File: config.mk
export PLATFORM = sky130hd
export DESIGN_NAME = calc_seq_unit_flat
export DESIGN_NICKNAME = d
export VERILOG_FILES = /design/src/rtl/calc_seq_unit_if.sv /design/src/rtl/calc_seq_unit.sv /design/src/flat_wrapper.sv
export SDC_FILE = /design/constraint.sdc
export NUM_CORES = 1
export LEC_CHECK = 0
export ABC_CLOCK_PERIOD_IN_PS = 5600
export CORE_AREA = 2 2 91 93
export DETAILED_ROUTE_END_ITERATION = 8
export DIE_AREA = 0 0 93 95
export PLACE_DENSITY = 0.7
export REMOVE_ABC_BUFFERS = 1
export SLEW_MARGIN = 20
export SYNTH_ARGS = -nofsm -noshare
export SYNTH_HDL_FRONTEND = slang
export SYNTH_SLANG_ARGS = --single-unit
File: constraint.sdc
create_clock -name clk -period 5.6 [get_ports clk]
set_input_delay 0.56 -clock clk [delete_from_list [all_inputs] [get_ports clk]]
set_output_delay 0.56 -clock clk [all_outputs]
set_load 0.01 [all_outputs]
File: src/rtl/calc_seq_unit_if.sv
`default_nettype none
// ============================================================================
// Module : calc_seq_unit_if
// Desc   : START/BUSY/DONE request bundle between the operand registers and
//          the multi-cycle arithmetic sequencer.
// Rev    : 1.0  initial release
// ============================================================================
interface calc_seq_unit_if;
  logic        start;
  logic [1:0]  op;
  logic [7:0]  a;
  logic [7:0]  b;
  logic        busy;
  logic        done;
  logic [15:0] result;
  logic        flag_c;
  logic        flag_z;
  logic        err;

  modport master (
    output start, op, a, b,
    input  busy, done, result, flag_c, flag_z, err
  );

  modport slave (
    input  start, op, a, b,
    output busy, done, result, flag_c, flag_z, err
  );
endinterface
`default_nettype wire

File: src/rtl/calc_seq_unit.sv
`default_nettype none
// ============================================================================
// Module : calc_seq_unit
// Desc   : Multi-cycle ADD/SUB/MUL/DIV sequencer sharing one 8-bit adder.
// Rev    : 1.0  initial release
// ============================================================================
module calc_seq_unit (
  input  logic           clk,
  input  logic           rst,
  calc_seq_unit_if.slave bus
);

  localparam logic [1:0] OP_ADD     = 2'b00;
  localparam logic [1:0] OP_SUB     = 2'b01;
  localparam logic [1:0] OP_MUL     = 2'b10;
  localparam logic [1:0] OP_DIV     = 2'b11;
  localparam logic [2:0] LAST_STEP  = 3'd7;

  typedef enum logic [1:0] {
    ST_IDLE = 2'b00,
    ST_EXEC = 2'b01,
    ST_FIN  = 2'b10
  } state_t;

  state_t      state_q,  state_d;
  logic [1:0]  op_q,     op_d;
  logic [7:0]  a_q,      a_d;
  logic [7:0]  b_q,      b_d;
  logic [2:0]  cnt_q,    cnt_d;
  logic [15:0] work_q,   work_d;
  logic        busy_q,   busy_d;
  logic        done_q,   done_d;
  logic [15:0] result_q, result_d;
  logic        flag_c_q, flag_c_d;
  logic        flag_z_q, flag_z_d;
  logic        err_q,    err_d;

  logic [7:0]  w_add_a;
  logic [7:0]  w_add_b;
  logic        w_add_cin;
  logic [8:0]  w_add_full;
  logic [7:0]  w_add_sum;
  logic        w_add_cout;
  logic        w_div_ok;
  logic [15:0] w_step_work;
  logic [15:0] w_fin_result;
  logic        w_fin_c;
  logic        w_accept;
  logic        w_div_zero;

  // The single shared adder; subtraction is A + ~B + 1 with borrow = ~cout.
  always_comb begin
    w_add_a   = 8'h00;
    w_add_b   = 8'h00;
    w_add_cin = 1'b0;
    case (op_q)
      OP_ADD: begin
        w_add_a = a_q;
        w_add_b = b_q;
      end
      OP_SUB: begin
        w_add_a   = a_q;
        w_add_b   = ~b_q;
        w_add_cin = 1'b1;
      end
      OP_MUL: begin
        w_add_a = work_q[15:8];
        w_add_b = a_q;
      end
      default: begin
        w_add_a   = work_q[14:7];
        w_add_b   = ~b_q;
        w_add_cin = 1'b1;
      end
    endcase
  end

  assign w_add_full = {1'b0, w_add_a} + {1'b0, w_add_b} + {8'h00, w_add_cin};
  assign w_add_sum  = w_add_full[7:0];
  assign w_add_cout = w_add_full[8];

  // DIV keeps {R, Q} in work_q; the trial value T = {R, Q[7]} is work_q[15:7].
  assign w_div_ok = work_q[15] | w_add_cout;

  always_comb begin
    w_step_work = work_q;
    case (op_q)
      OP_MUL: begin
        if (work_q[0]) begin
          w_step_work = {w_add_cout, w_add_sum, work_q[7:1]};
        end else begin
          w_step_work = {1'b0, work_q[15:1]};
        end
      end
      OP_DIV: begin
        if (w_div_ok) begin
          w_step_work = {w_add_sum, work_q[6:0], 1'b1};
        end else begin
          w_step_work = {work_q[14:7], work_q[6:0], 1'b0};
        end
      end
      default: begin
        w_step_work = work_q;
      end
    endcase
  end

  always_comb begin
    w_fin_result = w_step_work;
    w_fin_c      = 1'b0;
    case (op_q)
      OP_ADD: begin
        w_fin_result = {8'h00, w_add_sum};
        w_fin_c      = w_add_cout;
      end
      OP_SUB: begin
        w_fin_result = {8'h00, w_add_sum};
        w_fin_c      = ~w_add_cout;
      end
      OP_MUL: begin
        w_fin_result = w_step_work;
        w_fin_c      = |w_step_work[15:8];
      end
      default: begin
        w_fin_result = w_step_work;
        w_fin_c      = 1'b0;
      end
    endcase
  end

  assign w_accept   = bus.start & (state_q != ST_EXEC);
  assign w_div_zero = (bus.op == OP_DIV) && (bus.b == 8'h00);

  always_comb begin
    state_d  = state_q;
    op_d     = op_q;
    a_d      = a_q;
    b_d      = b_q;
    cnt_d    = cnt_q;
    work_d   = work_q;
    busy_d   = busy_q;
    done_d   = 1'b0;
    result_d = result_q;
    flag_c_d = flag_c_q;
    flag_z_d = flag_z_q;
    err_d    = err_q;

    if (state_q != ST_EXEC) begin
      if (w_accept) begin
        op_d = bus.op;
        a_d  = bus.a;
        b_d  = bus.b;
        if (w_div_zero) begin
          // Divide-by-zero never occupies the adder; it reports straight away.
          state_d  = ST_FIN;
          busy_d   = 1'b0;
          done_d   = 1'b1;
          result_d = {bus.a, 8'hFF};
          flag_c_d = 1'b0;
          flag_z_d = 1'b0;
          err_d    = 1'b1;
        end else begin
          state_d = ST_EXEC;
          busy_d  = 1'b1;
          cnt_d   = bus.op[1] ? LAST_STEP : 3'd0;
          work_d  = (bus.op == OP_MUL) ? {8'h00, bus.b} : {8'h00, bus.a};
        end
      end else begin
        state_d = ST_IDLE;
      end
    end else begin
      work_d = w_step_work;
      if (cnt_q == 3'd0) begin
        state_d  = ST_FIN;
        busy_d   = 1'b0;
        done_d   = 1'b1;
        result_d = w_fin_result;
        flag_c_d = w_fin_c;
        flag_z_d = (w_fin_result == 16'h0000);
        err_d    = 1'b0;
      end else begin
        cnt_d = cnt_q - 3'd1;
      end
    end
  end

  always_ff @(posedge clk or posedge rst) begin
    if (rst) begin
      state_q  <= ST_IDLE;
      op_q     <= 2'b00;
      a_q      <= 8'h00;
      b_q      <= 8'h00;
      cnt_q    <= 3'd0;
      work_q   <= 16'h0000;
      busy_q   <= 1'b0;
      done_q   <= 1'b0;
      result_q <= 16'h0000;
      flag_c_q <= 1'b0;
      flag_z_q <= 1'b0;
      err_q    <= 1'b0;
    end else begin
      state_q  <= state_d;
      op_q     <= op_d;
      a_q      <= a_d;
      b_q      <= b_d;
      cnt_q    <= cnt_d;
      work_q   <= work_d;
      busy_q   <= busy_d;
      done_q   <= done_d;
      result_q <= result_d;
      flag_c_q <= flag_c_d;
      flag_z_q <= flag_z_d;
      err_q    <= err_d;
    end
  end

  assign bus.busy   = busy_q;
  assign bus.done   = done_q;
  assign bus.result = result_q;
  assign bus.flag_c = flag_c_q;
  assign bus.flag_z = flag_z_q;
  assign bus.err    = err_q;

endmodule
`default_nettype wire

File: src/flat_wrapper.sv
// flat-port wrapper written by rule: the top's interface ports become plain ports
module calc_seq_unit_flat 
  (clk, rst, bus_start, bus_op, bus_a, bus_b, bus_busy, bus_done, bus_result, bus_flag_c, bus_flag_z, bus_err);
  calc_seq_unit_if bus_i ();
  input  logic clk;
  input  logic rst;
  input wire logic [$bits(bus_i.start)-1:0] bus_start;
  input wire logic [$bits(bus_i.op)-1:0] bus_op;
  input wire logic [$bits(bus_i.a)-1:0] bus_a;
  input wire logic [$bits(bus_i.b)-1:0] bus_b;
  output wire logic [$bits(bus_i.busy)-1:0] bus_busy;
  output wire logic [$bits(bus_i.done)-1:0] bus_done;
  output wire logic [$bits(bus_i.result)-1:0] bus_result;
  output wire logic [$bits(bus_i.flag_c)-1:0] bus_flag_c;
  output wire logic [$bits(bus_i.flag_z)-1:0] bus_flag_z;
  output wire logic [$bits(bus_i.err)-1:0] bus_err;
  assign bus_i.start = bus_start;
  assign bus_i.op = bus_op;
  assign bus_i.a = bus_a;
  assign bus_i.b = bus_b;
  assign bus_busy = bus_i.busy;
  assign bus_done = bus_i.done;
  assign bus_result = bus_i.result;
  assign bus_flag_c = bus_i.flag_c;
  assign bus_flag_z = bus_i.flag_z;
  assign bus_err = bus_i.err;
  calc_seq_unit u_core (.clk(clk), .rst(rst), .bus(bus_i));
endmodule
### Word-level counts from Yosys, hierarchy flattened

Index checks and enable logic that the tools add are counted.
Widths: inputs -> output; s select.

| word-level totals | value |
|---|---|
| memories kept | 0 |
| logic and storage cells | 85 |
| latch bits | 0 |
| output and inout bits | 21 |
| register bits after elaboration | 60 |
| input port bits | 21 |
| RAM bits | 0 |
| memory bits (read-only) | 0 |

| cells by class | value |
|---|---|
| mux-type cells | 42 |
| bitwise operators | 4 |
| eq/ne operators | 10 |
| add/sub/neg operators | 3 |
| multiply operators | 0 |
| divide/modulo/power cells | 0 |
| order comparisons | 0 |
| reduce and logical (&&, ||, !) cells | 14 |
| shift-type cells | 0 |

Operators with widths:

| operator | count |
|---|---|
| $mux 16 | 10 |
| $pmux 16 s2 | 1 |
| $pmux 8 s2 | 2 |
| $mux 1 | 18 |
| $logic_not 16->1 | 1 |
| $mux 3 | 5 |
| $add 8x8->9 | 1 |
| $add 9x1->9 | 1 |
| $eq 2x2->1 const B | 4 |
| $logic_not 8->1 | 1 |
| $mux 2 | 4 |
| $mux 8 | 1 |
| $ne 2x1->1 const B | 4 |
| $not 8->8 | 1 |
| $reduce_or 8->1 | 1 |
| $reduce_and 2->1 | 3 |
| $reduce_and 3->1 | 2 |
| $reduce_or 2->1 | 2 |
| $logic_not 3->1 | 1 |
| $pmux 1 s3 | 1 |
| $sub 3x1->3 const B | 1 |
| $eq 2x1->1 const B | 1 |
| $logic_not 2->1 | 1 |
| $ne 2x2->1 const B | 1 |
| other kinds (5) | 5 |

### Logic depth before layout (Yosys ltp)

Gate-level depths: netlist (run 1).

| logic depth | value |
|---|---|
| depth in word-level cells | 12 |
| gate-level depth with buffers | 16 |
| mapped depth without buffers | 13 |

### Worst setup path before layout (run 1)

Ideal clock, no wire load.

| path | value |
|---|---|
| path kind | register to register |
| from | register u_core.op_q[0] |
| to | register u_core.flag_z_q, in the netlist u_core.bus.flag_z |
| path slack | 1.578 ns |
| buffers on the path | 3 |
| stages on the path, launching flop included | 17 |
| arrival time | 3.930 ns |
| library setup time | 0.092 ns |
| path through | dfrtp_1 > buf_2 > buf_1 > buf_1 > mux2i_1 > nor2_1 > a21oi_1 > fa_1 > fa_1 > nand2b_2 > a211oi_4 > o21ai_2 > or3b_1 > o2bb2ai_2 > nor2_2 > a41oi_1 > o31ai_2 |

| on the way | value |
|---|---|
| cells in the longest elaborated chain, start to end | 12 |

RTL lines:

| what | RTL line | text |
|---|---|---|
| start: declaration | calc_seq_unit.sv:26 | `logic [1:0] op_q, op_d;` |
| start signal: assignment | calc_seq_unit.sv:203 | `op_q <= op_d;` |
| $eq 2x1->1 / $logic_not 2->1 (equally long branches) | calc_seq_unit.sv:56, calc_seq_unit.sv:111 |  |
| $reduce_or 2->1 (no line) | n/a |  |
| $pmux 8 s2 | calc_seq_unit.sv:56 | `case (op_q)` |
| $add 8x8->9 | calc_seq_unit.sv:78 | `assign w_add_full = {1'b0, w_add_a} + {1'b0, w_add_b} + {8'h00, w_add_cin};` |
| $add 9x1->9 | calc_seq_unit.sv:78 |  |
| $or 1x1->1 | calc_seq_unit.sv:83 | `assign w_div_ok = work_q[15] \| w_add_cout;` |
| $mux 16 | calc_seq_unit.sv:96 | `if (w_div_ok) begin` |
| $pmux 16 s2 | calc_seq_unit.sv:87 | `case (op_q)` |
| $mux 16 * | calc_seq_unit.sv:111 | `case (op_q)` |
| $logic_not 16->1 * | calc_seq_unit.sv:179 | `flag_z_d = (w_fin_result == 16'h0000);` |
| $mux 1 * | calc_seq_unit.sv:173 | `if (cnt_q == 3'd0) begin` |
| $mux 1 * | calc_seq_unit.sv:148 | `if (state_q != ST_EXEC) begin` |
| end signal: assignment | calc_seq_unit.sv:212 | `flag_z_q <= flag_z_d;` |
| end: declaration | calc_seq_unit.sv:35 | `logic flag_z_q, flag_z_d;` |

Mark *: on every way between the ends. The rest lies on a longest branch, timed or not. The select of a mux whose other input is x is not followed.
A chain may end at the register's enable or synchronous reset.

### Final worst setup path (run 1)

Same ends and word-level chain as after synthesis.

==> metrics.yaml, run 1 <==
outcome: "complete, no violations"
dp_hpwl_mm: 8.38
setup_slack_ps: 1290
synth_area_leader_cell: "dfrtp_1"
io_pins: 42
post_drt_wl_per_cell_um: 19.9
numClockSinks: 60
synth_ff_type: "dfrtp_1"
synth-seq-cells: 60
crit_top_cell: "fa_1"
place_area_mm2: 0.00428
antenna_found_initial: 0
postRouteAntennaNets: 0
syn_area_mm2: 0.00379
r2r_setup_slack_ps: 1290
synth_fa_ha_area_share_pct: 4.03
setup_viol: 0
crit_path_start_kind: "flip-flop"
synth_compound_area_share_pct: 22.7
slowest_stage: "nor2_1"
fin_tns_setup_ps: 0
syn_to_final_growth_pct: 19.1
post_cts_buffers: 0
avgSynthCellArea_um2: 8.99
layout-drive-gt1-share_pct: 13.9
diodes: 0
dieArea_mm2: 0.00884
first_pass_iters: 5
synth_cells: 422
synth_edf_count: 0
crit_fanout: 25
grt_remaining_overflow: 0
post-route-period-util_pct: 76.9
yosysSeqAreaShare_pct: 39.6
rsz0062_at_grt: "false"
max_stage_delay_ps: 550
synthSimpleGateAreaFrac_pct: 16.1
vias_per_cell: 6.10
critPathKind: "reg -> reg"
post-place-ws_ps: 1350
synthXorXnorAreaFrac_pct: 0.924
cap_viol_max_count: 0
synth_top_area_share_pct: 39.6
path_delay_family: "simple AND/OR/NAND/NOR gates"
ff2ff_path_depth: 13
grt_usage_pct: 26.9
synth.most_common_cell: "dfrtp_1"
path_clk_slew_ps: 80
drtIter0Drc: 356
worst-path-buf-inv: 1
cts-root-buf: "clkbuf_8"
io_buffers: 41
maxSlewViolCount: 0
initial_core_util_pct: 47.8
clkLatencyLatePin_ps: 350
synth_mux_area_share_pct: 12.9
finish.utilization_pct: 57.0
synthTopCellsByCount: "60 x dfrtp_1, 55 x nor2_1, 44 x o21ai_0, 41 x nand2_1, 29 x a21oi_1"
fin_area_mm2: 0.00452
grt_pass1_wl_mm: 18.0
endpoint_kind: "flip-flop"
fin_skew_ps: 8.26
crit_cells: 13
grt_max_degree: 61
die_x_um: 93
cts_resized: 0
fillCellCount: 761
slew_headroom_pct: 35.3
vias: 3461
grt_pass1_vias: 3257
nets: 489
async_flop_share_pct: 100
drcViolationCount: 0
htreeDepth: 3
die_y_um: 95
ys_types: 64
hold_viol: 0
min_path_cells: 2
required_ps: 5860
core_area_mm2: 0.00793
gp_congestion: 0.916
cts_made_buffers: 9
tightest_slew_ps: 971
cp_cell_sequence: "buf_4, nor2_1, a221oi_1, fa_1, fa_1, nand2b_2, a211oi_4, o21a_2, a311oi_1, nor3_2, and4_1, a41oi_1, o31ai_2"
clock_path_buffers: 2
synth_top_family_by_area: "compound AO/OA/AOI/OAI gates"
cts_tree: "built"
cts_hold_buf: 0
synth_warnings: 0
num_rows: 33
synth_area_leaders: "dfrtp_1 40%, mux2_2 7.1%, mux2i_1 5.8%"
worstHoldPathType: "reg -> reg"
fmax_mhz: 232
postRouteWirelength_mm: 11.3
final.min_clock_period_ps: 4310
crit_arrival_ps: 4570
-- sequential cells by signal (all words and copies together), names as in the netlist, 2 cells and up --
name               count
u_core.a_q             8
u_core.b_q             8
u_core.bus.result     16
u_core.cnt_q           3
u_core.op_q            2
u_core.state_q         2
u_core.work_q         16
-- routing by layer --
| metal | vias to the layer above | GRT usage (%) | wire, um |
|---|---|---|---|
| met1 | 1685 | 37.8 | 5090 |
| met3 | 15 | 4.63 | 681 |
| li1 | 1621 | - | - |
| met5 | - | 0 | 0 |
| met2 | 140 | 43.5 | 5350 |
| met4 | 0 | 6.50 | 172 |
-- layout by cell type (no fill, tap or decap), drive strengths merged, types with 3 or more instances in the layout --
| master | n |
|---|---|
| xnor2 | 3 |
| nand2b | 4 |
| nand2 | 41 |
| mux2 | 24 |
| nor2 | 56 |
| o31ai | 4 |
| nor4 | 4 |
| nor2b | 3 |
| clkdlybuf4s50 | 41 |
| o221a | 5 |
| o21a | 3 |
| mux2i | 22 |
| o22ai | 6 |
| nand4 | 5 |
| inv | 15 |
| ha | 9 |
| or2 | 3 |
| a221oi | 5 |
| a22oi | 6 |
| clkinv | 3 |
| a21oi | 29 |
| clkbuf | 11 |
| o21ai | 46 |
| buf | 4 |
| nor3 | 8 |
| a211oi | 4 |
| dfrtp | 60 |
| a31oi | 3 |
-- final timing paths --
kind | to | start
max in group asynchronous | u_core.work_q[11] | rst
max | u_core.bus.flag_z | u_core.op_q[0]
max reg2reg | u_core.bus.flag_z | u_core.op_q[0]
min in group asynchronous | u_core.state_q[0] | rst
min | u_core.bus.err | u_core.bus.err
min reg2reg | u_core.bus.err | u_core.bus.err
-- tightest hold or removal path: stages, from the launching register on --
cell     delay, ps
dfrtp_1        350
nand2_1         50
nand2_1         60
-- per-stage QoR --
| stage | hold slack [ps] | std cells |
|---|---|---|
| floorplan | 498 | 401 |
| global placement | 465 | 551 |
| detailed placement | 469 | 551 |
| CTS | 487 | 567 |
| global route | 508 | 567 |
| finish | 484 | 567 |
-- area by class of cell --
cell class	count	area [um^2]	area share [%]
multi-input cells	325	2150	47.6
flip-flops and latches	60	1500	33.3
repair buffers	45	440	9.75
clock buffers	11	151	3.35
well taps	105	131	2.91
clock inverters	5	81.3	1.80
inverters	16	60.1	1.33
-- cell families (layout without fill, tap and decap cells) --
group                      Yosys count  in the layout
adders and majority gates           11             11
xor gates and xnor gates             4              4
DFF                                 60             60
AOI/OAI and AO/OA                  129            129
muxes                               46             46
buffers and inverters               37             77
and+or+nand+nor                    135            135
Power of run 1 is left out: the tool's default activity adds up to more than one toggle a clock period on the data nets, which glitch-free logic cannot reach.
==> run 2: changes to the inputs <==
Settings changed: ABC_CLOCK_PERIOD_IN_PS 5600 to 3800, PLACE_DENSITY 0.7 to 0.73.
Clock period 5.6 ns to 3.8 ns, I/O delays scaled along.
==> run 2 against run 1 <==
  * Core utilization up 0.57 points
  * Maximum frequency rose by 20%
  * Global-route usage fell by 0.66 points
  * Final area up 1.0%
  * Final cell count is 1.8% higher
  * Routed wire length is 2.1% lower
  * Flip-flop and latch count unchanged
  * First-iteration DRC count shrank 16%
  * Largest cell class unchanged
==> metrics.yaml, run 2 (synthesis gave the netlist of run 1 again) <==
outcome: "complete, no violations"
initial_core_util_pct: 47.8  # unchanged
register_area_mm2: 0.00150  # about the same
final.min_clock_period_ps: 3600  # -710 ps
post-route-period-util_pct: 94.7  # +18 points
syn_to_final_growth_pct: 20.3
tightest_slew_ps: 964  # -6.29 ps
dp_hpwl_mm: 8.35  # -0.39%
layout_common_cells: "59 x dfrtp_1, 55 x nor2_1, 44 x o21ai_0"
first_pass_iters: 6  # +1
worst-path-buf-inv: 1  # unchanged
fillCellCount: 690  # -9.3%
cap_viol_max_count: 0  # unchanged
cts_hold_buf: 0  # unchanged
num_rows: 33  # unchanged
grt_max_degree: 41  # -33%
hold_viol: 0  # unchanged
cts_resized: 0  # unchanged
cts-root-buf: "clkbuf_8"
min_path_cells: 1  # -1
cp_cell_sequence: "clkinv_1, nor2_1, a221oi_1, fa_1, fa_1, nand2b_2, a211oi_4, o21a_2, mux2i_1, o21ai_0, nor2_2, a41oi_1, o31ai_2"
postRouteAntennaNets: 0  # unchanged
rsz0062_at_grt: "false"
r2r_start: "u_core.op_q[1]"
drcViolationCount: 0  # unchanged
layout-drive-gt1-share_pct: 15.7  # +1.8 points
clock_path_buffers: 2  # unchanged
finish.utilization_pct: 57.5  # +0.57 points
mostFrequentLayoutCell: "dfrtp_1"
fin_tns_setup_ps: 0  # unchanged
diodes: 0  # unchanged
io_buffers: 41  # unchanged
maxSlewViolCount: 0  # unchanged
crit_top_cell: "fa_1"
vias: 3563  # +2.9%
nets: 499  # +2.0%
crit_arrival_ps: 3870  # -700 ps
slowest_stage: "fa_1"
r2r_setup_slack_ps: 200  # -1090 ps
fmax_mhz: 278  # +20%
critPathKind: "reg -> reg"
path_clk_slew_ps: 80  # about the same
grt_usage_pct: 26.2  # -0.66 points
antenna_found_initial: 0  # unchanged
required_ps: 4070  # -1790 ps
path_delay_family: "compound AO/OA/AOI/OAI gates"
clkLatencyLatePin_ps: 350  # about the same
crit_path_start_kind: "flip-flop"
cts_tree: "built"
drtIter0Drc: 300  # -16%
multi_input_area_mm2: 0.00215  # unchanged
grt_pass1_wl_mm: 17.5  # -2.8%
r2r_end: "u_core.bus.flag_z"
whs_endpoint: "u_core.bus.result[8]"
ff2ff_path_depth: 13  # unchanged
setup_viol: 0  # unchanged
htreeDepth: 3  # unchanged
dieArea_mm2: 0.00884  # unchanged
numClockSinks: 60  # unchanged
slew_headroom_pct: 35.5  # +0.18 points
gp_congestion: 0.919  # +0.34%
core_area_mm2: 0.00793  # unchanged
post_cts_buffers: 0  # unchanged
post-place-ws_ps: 201  # -1150 ps
postRouteWirelength_mm: 11.1  # -2.1%
met3_usage_pct: 5.91  # +1.3 points
fin_skew_ps: 9.83  # +1.57 ps
setup_slack_ps: 202  # -1090 ps
grt.met2_usage_pct: 41.4  # -2.1 points
grtUsageMet1_pct: 35.5  # -2.3 points
grt_busiest_layer: "met2"
vias_per_cell: 6.18  # +1.2%
die_x_um: 93  # unchanged
min_from: "u_core.bus.result[8]"
worstHoldPathType: "reg -> reg"
io_pins: 42  # unchanged
grt_pass1_vias: 3325  # +2.1%
post_drt_wl_per_cell_um: 19.2  # -3.8%
die_y_um: 95  # unchanged
grt_remaining_overflow: 0  # unchanged
max_stage_delay_ps: 460  # -90 ps
crit_fanout: 6  # -76%
endpoint_kind: "flip-flop"
cts_made_buffers: 9  # unchanged
==> run 2: changes by cell type in the layout (fill, tap and decap cells not counted) <==
cell | before | now
bufinv_16 | 2 | 1
clkbuf_1 | 0 | 1
buf_4 | 4 | 14
dfrtp_2 | 0 | 1
dfrtp_1 | 60 | 59
clkbuf_8 | 11 | 10
clkinv_4 | 0 | 1
==> run 2: routing by layer <==
layer	vias up	part of all wire, %
met5	-	0
met4	0	3.5
met3	38	8.5
met2	203	46
met1	1681	42
li1	1641	-
==> run 2: worst max path at each step <==
stage                         startpoint           endpoint  slack (ps)  depth (start not counted)
after CTS                 u_core.op_q[0]  u_core.bus.flag_z         170                         13
after floorplan           u_core.op_q[1]  u_core.bus.flag_z        -800                         13
after global placement    u_core.op_q[0]  u_core.bus.flag_z         290                         13
final                     u_core.op_q[1]  u_core.bus.flag_z         200                         13
after detailed placement  u_core.op_q[0]  u_core.bus.flag_z         200                         13
after global routing      u_core.op_q[1]  u_core.bus.flag_z          10                         13
==> run 2: final cells by class <==
cell class              count  area share (%)
multi-input cells         325            47.1
flip-flops and latches     60            32.9
repair buffers             55            11.3
clock buffers              11            3.10
well taps                 105            2.88
clock inverters             5            1.32
inverters                  16            1.32
==> run 2: stage by stage <==
stage | instance area, um^2 | hold slack (ps) | cells
after floorplan | 3710 | 498 | 401
after global placement | 4360 | 463 | 561
after detailed placement | 4360 | 473 | 561
after CTS | 4560 | 495 | 577
after global routing | 4560 | 516 | 577
final | 4560 | 491 | 577
==> run 2: worst register-to-register path, stage by stage, from the launching register on <==
cell	delay [ps]
dfrtp_1	410
clkinv_1	150
nor2_1	150
a221oi_1	130
fa_1	460
fa_1	410
nand2b_2	220
a211oi_4	340
o21a_2	270
mux2i_1	250
o21ai_0	200
nor2_2	160
a41oi_1	140
o31ai_2	220
Power of run 2 is left out for the same reason.
==> run 3: changes to the inputs <==
Settings changed: ABC_CLOCK_PERIOD_IN_PS 3800 to default.
==> results of run 3 <==
Same layout as run 2: the final DEF is identical, and so are final timing and power.
Power of run 3 is left out for the same reason.
